--- src/rtl/event_pkg.sv ---
// Shared types and defaults for the toggle event decoder.
// Imported by the top module and the bench.
package event_pkg;

  typedef enum logic {
    FILL = 1'b0,
    RUN  = 1'b1
  } state_t;

  localparam int SYNC_STAGES_DEF = 2;

endpackage

--- src/rtl/toggle_event_decoder_if.sv ---
// Consumer handshake for queued toggle events.
// master drives valid/pending, slave drives ready.
interface toggle_event_decoder_if #(
  parameter int PEND_W = 4
);

  logic              ev_valid;
  logic              ev_ready;
  logic [PEND_W-1:0] pending;

  modport master (
    output ev_valid,
    output pending,
    input  ev_ready
  );

  modport slave (
    input  ev_valid,
    input  pending,
    output ev_ready
  );

endinterface

--- src/rtl/sync_chain.sv ---
// N-flop synchroniser for a single asynchronous bit.
// Reusable by any clock-domain-crossing block.
module sync_chain #(
  parameter int N = 2
) (
  input  logic clk,
  input  logic reset,
  input  logic d,
  output logic q
);

  logic [N-1:0] sync_q;
  logic [N-1:0] sync_d;

  // shift the input one stage deeper each cycle
  always_comb begin
    sync_d = {sync_q[N-2:0], d};
  end

  // synchroniser flops, cleared asynchronously
  always_ff @(posedge clk or posedge reset) begin
    if (reset) sync_q <= '0;
    else       sync_q <= sync_d;
  end

  assign q = sync_q[N-1];

endmodule

--- src/rtl/toggle_event_decoder.sv ---
// Turns each flip of a remote toggle line into one queued event.
// Fill phase after reset masks any level already present on t_in.
module toggle_event_decoder
  import event_pkg::*;
#(
  parameter int SYNC_STAGES = SYNC_STAGES_DEF,
  parameter int PEND_W      = 4,
  parameter int TOTAL_W     = 16
) (
  input  logic               clk,
  input  logic               reset,
  input  logic               t_in,
  output logic               event_pulse,
  output logic [TOTAL_W-1:0] total_count,
  output logic               overflow,
  input  logic               clr_overflow,
  output logic               armed,
  toggle_event_decoder_if.master ev_if
);

  localparam int FILL_W = $clog2(SYNC_STAGES + 2);
  localparam logic [PEND_W-1:0] PEND_MAX = '1;

  state_t             state_q, state_d;
  logic [FILL_W-1:0]  fill_q, fill_d;
  logic               prev_q, prev_d;
  logic [PEND_W-1:0]  pend_q, pend_d;
  logic [TOTAL_W-1:0] tot_q, tot_d;
  logic               ovf_q, ovf_d;
  logic               sync_out;
  logic               raw_edge;
  logic               ev;
  logic               pop;
  logic               ovf_set;

  sync_chain #(
    .N (SYNC_STAGES)
  ) u_sync (
    .clk   (clk),
    .reset (reset),
    .d     (t_in),
    .q     (sync_out)
  );

  assign raw_edge = sync_out ^ prev_q;
  assign pop      = ev_if.ev_valid && ev_if.ev_ready;

  // fsm, edge qualification, pending queue and counters
  always_comb begin
    state_d = state_q;
    fill_d  = fill_q;
    prev_d  = sync_out;
    pend_d  = pend_q;
    tot_d   = tot_q;
    ovf_d   = ovf_q;
    ev      = 1'b0;
    ovf_set = 1'b0;
    unique case (state_q)
      FILL: begin
        fill_d = fill_q + FILL_W'(1);
        if (fill_q == FILL_W'(SYNC_STAGES)) state_d = RUN;
      end
      RUN: ev = raw_edge;
    endcase
    tot_d = tot_q + TOTAL_W'(ev);
    if (ev && !pop) begin
      if (pend_q != PEND_MAX) pend_d = pend_q + PEND_W'(1);
      else                    ovf_set = 1'b1;
    end else if (pop && !ev) begin
      pend_d = pend_q - PEND_W'(1);
    end
    if (ovf_set)           ovf_d = 1'b1;
    else if (clr_overflow) ovf_d = 1'b0;
  end

  // state and counter registers
  always_ff @(posedge clk or posedge reset) begin
    if (reset) begin
      state_q <= FILL;
      fill_q  <= '0;
      prev_q  <= 1'b0;
      pend_q  <= '0;
      tot_q   <= '0;
      ovf_q   <= 1'b0;
    end else begin
      state_q <= state_d;
      fill_q  <= fill_d;
      prev_q  <= prev_d;
      pend_q  <= pend_d;
      tot_q   <= tot_d;
      ovf_q   <= ovf_d;
    end
  end

  assign event_pulse    = ev;
  assign total_count    = tot_q;
  assign overflow       = ovf_q;
  assign armed          = (state_q == RUN);
  assign ev_if.pending  = pend_q;
  assign ev_if.ev_valid = (pend_q != '0);

endmodule

--- src/flat_wrapper.sv ---
// flat-port wrapper written by rule: the top's interface ports become plain ports
module toggle_event_decoder_flat import event_pkg::*;
#(
  parameter int SYNC_STAGES = SYNC_STAGES_DEF,
  parameter int PEND_W      = 4,
  parameter int TOTAL_W     = 16
)
  (clk, reset, t_in, event_pulse, total_count, overflow, clr_overflow, armed, ev_if_ev_valid, ev_if_pending, ev_if_ev_ready);
  toggle_event_decoder_if #(.PEND_W(PEND_W)) ev_if_i ();
  input  logic clk;
  input  logic reset;
  input  logic t_in;
  output logic event_pulse;
  output logic [TOTAL_W-1:0] total_count;
  output logic overflow;
  input  logic clr_overflow;
  output logic armed;
  output wire logic [$bits(ev_if_i.ev_valid)-1:0] ev_if_ev_valid;
  output wire logic [$bits(ev_if_i.pending)-1:0] ev_if_pending;
  input wire logic [$bits(ev_if_i.ev_ready)-1:0] ev_if_ev_ready;
  assign ev_if_ev_valid = ev_if_i.ev_valid;
  assign ev_if_pending = ev_if_i.pending;
  assign ev_if_i.ev_ready = ev_if_ev_ready;
  toggle_event_decoder #(.SYNC_STAGES(SYNC_STAGES), .PEND_W(PEND_W), .TOTAL_W(TOTAL_W)) u_core (.clk(clk), .reset(reset), .t_in(t_in), .event_pulse(event_pulse), .total_count(total_count), .overflow(overflow), .clr_overflow(clr_overflow), .armed(armed), .ev_if(ev_if_i));
endmodule
--- config.mk ---
export PLATFORM = sky130hd
export DESIGN_NAME = toggle_event_decoder_flat
export DESIGN_NICKNAME = d
export VERILOG_FILES = /design/src/rtl/event_pkg.sv /design/src/rtl/toggle_event_decoder_if.sv /design/src/rtl/sync_chain.sv /design/src/rtl/toggle_event_decoder.sv /design/src/flat_wrapper.sv
export SDC_FILE = /design/constraint.sdc
export NUM_CORES = 1
export LEC_CHECK = 0
export CAP_MARGIN = 20
export CORE_MARGIN = 4
export CORE_UTILIZATION = 54
export CTS_BUF_LIST = sky130_fd_sc_hd__clkbuf_4 sky130_fd_sc_hd__clkbuf_8
export CTS_CLUSTER_SIZE = 16
export DETAILED_ROUTE_END_ITERATION = 8
export MAX_ROUTING_LAYER = met4
export PLACE_DENSITY = 0.86
export SKIP_CTS_REPAIR_TIMING = 1
export SLEW_MARGIN = 20
export SYNTH_ARGS = -nofsm -noshare
export SYNTH_HDL_FRONTEND = slang
export SYNTH_HIERARCHICAL = 1
export SYNTH_SLANG_ARGS = --single-unit
--- constraint.sdc ---
create_clock -name clk -period 3.5 [get_ports clk]
set_input_delay 0.875 -clock clk [delete_from_list [all_inputs] [get_ports clk]]
set_output_delay 0.875 -clock clk [all_outputs]
set_load 0.02 [all_outputs]
==> run summary, run 1 <==
The max-slew violation count is 0. The worst endpoint data arrival time is 2.04 ns. The relative area change from synthesis to final layout is 28.3%. The largest vdd supply drop is 0.483 mV.

The count of clock tree sinks is 27. TritonCTS built the clock tree. The count of antenna diodes in the layout is 0. The estimated wirelength of the detail-placed design came out at 1680 um. The power per cell area is 665 mW/mm^2.

The min-delay analysis places its worst path in the category reg -> reg. The floorplan core area is 0.00204 sq mm. The critical path endpoint category is an output pin. The die area came out at 0.00305 sq mm. Leaving out fill and tap cells, the most frequent cells in the layout are clkdlybuf4s50_1, dfrtp_1, xnor2_1. The post-detailed-route wirelength per cell came out at 13.4 um. Of the cells placed in the final design, the portion with a size suffix greater than 1 is 0.100. The leakage power summed over all cells came out at 0.679 nW.

In this run the top signal layer used is met4. The biggest cell delay along the critical path came out at 0.67 ns. For this block, the initial DRC count from the detailed router was 13.

The number of standard-cell rows in the floorplan is 16. Clock tree synthesis inserted a total of 3 buffers. The buffer cell driving the clock tree root is clkbuf_4. After synthesis the netlist holds a flip-flop and latch count of 27. The critical path goes through or4_2, clkdlybuf4s50_1. The kind of cell adding the most delay to the critical path is simple AND/OR/NAND/NOR gates.

The worst setup path is launched from a flip-flop. The routed length on met1 is 945 um. The total count of hold-check failures in the final report came out at 0. The number of nets in the layout came out at 142. The vias after detailed routing is 813. The initial antenna violation count came out at 0. The number of cells produced by synthesis came out at 98. The flow ran to the end, and the final reports show no timing, DRC or antenna violations. The starting density of the core came out at 0.590. Setup repair after global routing left no endpoint under its margin. The register clock-pin slew on the reported worst setup and hold paths came out at 0.13 ns. The via count of the first global-routing pass was 827. The wire length on met3 came out at 80 um.

The die is 55.2 um wide. The final critical path time including I/O delays and setup came out at 2.91 ns. Of the available clock period, the critical path in the final layout requires 0.833. For the worst setup path, the data required time is 2.62 ns. The routed length on met2 is 1070 um.

The aggregate global-route resource usage came out at 0.153. The count of input and output buffers came out at 28. The global-route wire length before repair came out at 3730 um.

The average cell area after synthesis came out at 12.3 sq um. Of all nets on the critical path, the largest fanout is 7. The maximum buffer depth of the clock tree came out at 2. The worst path meets setup with 0.585 ns of slack. The clock insertion delay at the later pin of the skew report is 0.31 ns. The tightest slew margin relative to the limit came out at 0.398.

The design draws 1.03 mW. The minimum setup slack after placement is 0.785 ns. The most common cell after layout, fill and taps aside is clkdlybuf4s50_1. The top achievable clock speed came out at 343 MHz. Setup violations remaining at the end of the flow were counted as 0. The average vias per placed instance is 5.18. The number of design rule violations left after detail routing came out at 0.

On the final layout, the worst clock skew is 0.00337 ns. The number of distinct library cells after synthesis is 25. The number of buffer and inverter instances along the worst setup path came out at 1. The net count after synthesis is 109. Entering global routing, the biggest net connects 26 pins. The number of placed I/O pins is 29.

At the end of routability-driven placement, the weighted congestion stood at 0.833. The number of warning messages in the yosys log came out at 6. For the pin with the worst max-slew slack, the measured transition is 0.902 ns. The total congestion overflow came out at 0. The critical path in this run is classified as reg -> out.

The share of the Yosys chip area taken by registers is 0.561. From bottom edge to top edge, the die measures 55.2 um. Adding up every negative setup slack in the final design gives 0 ns. The number of nets with antenna violations after detailed routing came out at 0. The critical path's slowest cell is or4_2. Max-cap violations in this run came to 0. The number of detailed-routing iterations run before antenna repair is 4. CTS built an H-tree with a depth of 1.

The summed instance area of the synthesized netlist is 0.00120 sq mm. The aggregate routed wire length is 2110 um.
[synth_stat cells (all sizes together)]
master	instances	area [sq um]
nand2	5	21.3
mux2	2	22.5
and2	1	6.26
nor2	4	15.0
or4	1	8.76
fa	1	20.0
xor2	8	70.1
xnor2	11	96.3
or2	1	6.26
nand4	7	43.8
ha	5	62.6
inv	8	30.0
o41ai	1	16.3
nor3	2	15.0
a21o	2	16.3
nand3	6	30.0
nor4	1	6.26
dfrtp	27	676
or3	1	11.3
o22ai	1	6.26
a21oi	1	5.00
mux2i	2	20.0
[flip-flops by register name (all words and copies together), names as in the netlist]
register              count
u_core/ev_if.pending      4
u_core/armed              1
u_core/overflow           1
u_core/total_count       16
u_core/fill_q             2
u_core/u_sync/sync_q      2
u_core/prev_q             1
[routing by layer]
layer / vias to the layer above / GRT usage
met5: - / -
met4: 0 / 0.0417
met3: 2 / 0.0303
met2: 14 / 0.245
met1: 399 / 0.200
li1: 398 / -
[power by group]
part | leakage (nW) | internal, mW | switching (mW)
registers | 0.334 | 0.379 | 0.0927
logic | 0.327 | 0.219 | 0.214
clock network | 0.0177 | 0.0426 | 0.0812
total | 0.679 | 0.640 | 0.388
[final timing paths]
check / start / endpoint / slack, ns / cells after the start
max: u_core/ev_if.pending[0]$_DFFE_PP0P_ / ev_if_ev_valid / 0.59 / 2
min: u_core/u_sync/sync_q[0]$_DFF_PP0_ / u_core/u_sync/sync_q[1]$_DFF_PP0_ / 0.37 / 0
max reg2reg: u_core/u_sync/sync_q[1]$_DFF_PP0_ / u_core/total_count[14]$_DFF_PP0_ / 1.24 / 8
min reg2reg: u_core/u_sync/sync_q[0]$_DFF_PP0_ / u_core/u_sync/sync_q[1]$_DFF_PP0_ / 0.37 / 0
max in group asynchronous: reset / u_core/total_count[12]$_DFF_PP0_ / 1.87 / 2
min in group asynchronous: reset / u_core/u_sync/sync_q[0]$_DFF_PP0_ / 0.73 / 2
[worst register-to-register path, stage by stage, from the launching register on]
cell and delay, ns:
dfrtp_1 0.41, xor2_1 0.24, and2_1 0.23, ha_1 0.25
ha_1 0.29, inv_1 0.07, or3_4 0.41, nor3_2 0.13
xor2_1 0.16
[through the flow]
stage / instances / hold WS (ns) / util / cell area, sq um
floorplan: 98 / 0.331 / - / 1200
global placement: 153 / 0.341 / 0.744 / 1520
detailed placement: 153 / 0.346 / 0.744 / 1520
CTS: 157 / 0.378 / 0.757 / 1550
global route: 157 / 0.384 / 0.757 / 1550
finish: 157 / 0.370 / 0.757 / 1550
[logic make-up after synthesis]
family / share of synthesized area
and+or+nand+nor: 0.136
buffers and inverters: 0.0249
AOI/OAI and AO/OA: 0.0364
adders and majority gates: 0.0685
muxes: 0.0353
xor gates and xnor gates: 0.138
DFF: 0.561
[final cells by class]
type,count,area [sq um]
sequential,27,676
multi-input combinational,63,499
fill,151,495
timing repair buffer,28,280
tap,27,33.8
inverter,8,30.0
clock buffer,3,22.5
clock inverter,1,5.00
(Power assumes the default switching activity.)
==> inputs of run 2 (changes only) <==
--- a/config.mk
+++ b/config.mk
@@ -7,12 +7,12 @@
 export LEC_CHECK = 0
 export CAP_MARGIN = 20
 export CORE_MARGIN = 4
-export CORE_UTILIZATION = 54
+export CORE_UTILIZATION = 50
 export CTS_BUF_LIST = sky130_fd_sc_hd__clkbuf_4 sky130_fd_sc_hd__clkbuf_8
 export CTS_CLUSTER_SIZE = 16
 export DETAILED_ROUTE_END_ITERATION = 8
 export MAX_ROUTING_LAYER = met4
-export PLACE_DENSITY = 0.86
+export PLACE_DENSITY = 0.8
 export SKIP_CTS_REPAIR_TIMING = 1
 export SLEW_MARGIN = 20
 export SYNTH_ARGS = -nofsm -noshare
==> constraint.sdc (replaced) <==
create_clock -name clk -period 3.01 [get_ports clk]
set_input_delay 0.7525 -clock clk [delete_from_list [all_inputs] [get_ports clk]]
set_output_delay 0.7525 -clock clk [all_outputs]
set_load 0.02 [all_outputs]
==> run 2 against run 1 <==
Register-to-register slack worse by 0.52 ns. Worst hold slack better by 0.0042 ns. First-iteration DRC count fell by 46%. Via count is 1.5% higher. Cell count is 1.3% higher. Largest cell class unchanged. Clock-buffer cell count increased by 1.
==> run summary, run 2 (synthesis gave the netlist of run 1 again) <==
The run finished with clean final reports. After detailed routing, the total wire length is 2320 um. The post-route worst hold slack came out at 0.374 ns. The number of cells in the design after placement came out at 155. The power consumption came out at 1.21 mW. The biggest cell delay along the critical path is 0.66 ns. The flip-flop count of the largest register, all copies and words added is 16. The number of nets with antenna violations after detailed routing came out at 0.

The die covers 0.00326 sq mm. The via count of the first global-routing pass is 863. The TritonCTS clock tree is built. Clock tree synthesis selected as its root buffer the cell clkbuf_4.

The most common cell after layout, fill and taps aside is clkdlybuf4s50_1. In the final routed layout, each cell accounts on average for 14.6 um. The largest fanout on the critical path came out at 7. The final critical path time including I/O delays and setup came out at 2.79 ns. The count of non-filler cells in the finished layout came out at 159.

The final weighted congestion in routability-driven placement came out at 0.860. The initial antenna violation count is 0. For this design the ratio of total power to cell area is 779 mW/mm^2. The vias after detailed routing came out at 825. The die width came out at 57.1 um. The tool flagged a number of max-cap violations equal to 0. The wire length on met3 came out at 90 um. The aggregate global-route resource usage came out at 0.159. The global-route wire length before repair came out at 3970 um. Setup repair after global routing left no endpoint under its margin. The HPWL after detailed placement is 1790 um. The net count of the finished layout is 143.

The register clock-pin slew on the reported worst setup and hold paths came out at 0.14 ns. The count of antenna diodes in the layout came out at 0. The max-slew violation count came out at 0. The total count of hold-check failures in the final report is 0.

The clock insertion delay at the later pin of the skew report is 0.31 ns. The number of design rule violations left after detail routing came out at 0. The number of fillers in the final layout is 175. The number of setup violations in the final report is 0. Counting along the longest clock path gives a buffer depth of 2.

In this run the top signal layer used is met4. The starting density of the core is 0.534. The leakage power summed over all cells came out at 0.684 nW. After detailed routing, the number of vias per cell comes to 5.19. Dividing the final minimum period by the clock period gives 0.927. The first TritonRoute pass finished after 4 iterations. STA classifies the critical path endpoint as an output pin. By startpoint and endpoint, the worst setup path is classified as reg -> out. In the final layout, the share of cells above drive strength 1 is 0.107. Across all register-to-register paths, the minimum setup slack is 0.72 ns. The routed length on met2 is 1210 um. Entering global routing, the biggest net connects 26 pins.

The count of clock tree sinks came out at 27. The number of placed I/O pins came out at 29. In the final timing run, aggregate negative setup slack is 0 ns. The kind of cell adding the most delay to the critical path is simple AND/OR/NAND/NOR gates. The number of standard-cell rows in the floorplan is 17. The count of input and output buffers came out at 28. The class of the tightest hold or removal check is reg -> reg. At the worst endpoint, the required time is 2.26 ns. The maximum clock skew at final layout came out at 0.00447 ns. In the final routing, the length of wire on met1 measures 988 um. In this run the number of H-tree levels came out at 1.

The worst endpoint data arrival time is 2.04 ns. Counting the buffers created by CTS gives 3. The transition time at the pin with the least slew margin is 0.441 ns. The worst setup path is launched from a flip-flop. Among all stages on the critical path, the largest delay is contributed by or4_2. The relative area change from synthesis to final layout is 29.3%. The DRC violation total after the first TritonRoute iteration is 7. In the layout the commonest cells are clkdlybuf4s50_1, dfrtp_1, xnor2_1. The tightest slew margin relative to the limit is 0.704. The total congestion overflow came out at 0. The region available for standard cell placement spans 0.00225 sq mm. For this run, the top clock speed supported by timing is 358 MHz. The largest vdd supply drop is 0.590 mV. The number of buffer and inverter instances along the worst setup path is 1.

The die is 57.1 um tall. Traced cell by cell, the critical path runs through or4_2, clkdlybuf4s50_1.
run 2: cell count changes in the layout (fill, tap and decap cells not counted):
cell,change
buf_4,+1
clkbuf_4,+1
clkinv_2,-1
run 2: final cells by class:
class                      count  area, sq um  share of cell area
timing repair buffer          29          288               0.185
multi-input combinational     63          499               0.320
clock buffer                   4         30.0              0.0193
tap                           28         35.0              0.0225
inverter                       8         30.0              0.0193
sequential                    27          676               0.434
run 2: layer usage:
| layer | up-vias | track usage |
|---|---|---|
| li1 | 401 | - |
| met1 | 403 | 0.195 |
| met2 | 17 | 0.264 |
| met3 | 4 | 0.0249 |
| met4 | 0 | 0.0596 |
| met5 | - | - |
run 2: where the power goes:
part	switching [mW]	total, mW	internal, mW
Sequential	0.118	0.558	0.441
Clock	0.0973	0.158	0.0607
Combinational	0.244	0.497	0.253
run 2: worst register-to-register path, stage by stage, from the launching register on:
cell	delay, ns
dfrtp_1	0.51
o41ai_2	0.44
nand2_1	0.22
ha_1	0.33
a21o_1	0.18
a21oi_1	0.16
mux2i_1	0.24
xor2_1	0.16
run 2: path summary, 6_finish.rpt:
kind | cells past startpoint | to | startpoint
max reg2reg | 7 | u_core/ev_if.pending[3]$_DFFE_PP0P_ | u_core/ev_if.pending[0]$_DFFE_PP0P_
max | 2 | ev_if_ev_valid | u_core/ev_if.pending[0]$_DFFE_PP0P_
min | 0 | u_core/u_sync/sync_q[1]$_DFF_PP0_ | u_core/u_sync/sync_q[0]$_DFF_PP0_
min reg2reg | 0 | u_core/u_sync/sync_q[1]$_DFF_PP0_ | u_core/u_sync/sync_q[0]$_DFF_PP0_
max in group asynchronous | 3 | u_core/total_count[10]$_DFF_PP0_ | reset
min in group asynchronous | 2 | u_core/u_sync/sync_q[0]$_DFF_PP0_ | reset
run 2: stage by stage:
step                setup WS, ns  area [sq um]  utilization
floorplan                  0.855          1200            -
global placement           0.504          1530        0.678
detailed placement         0.413          1530        0.678
CTS                        0.206          1560        0.691
global route               0.141          1560        0.691
finish                     0.220          1560        0.691
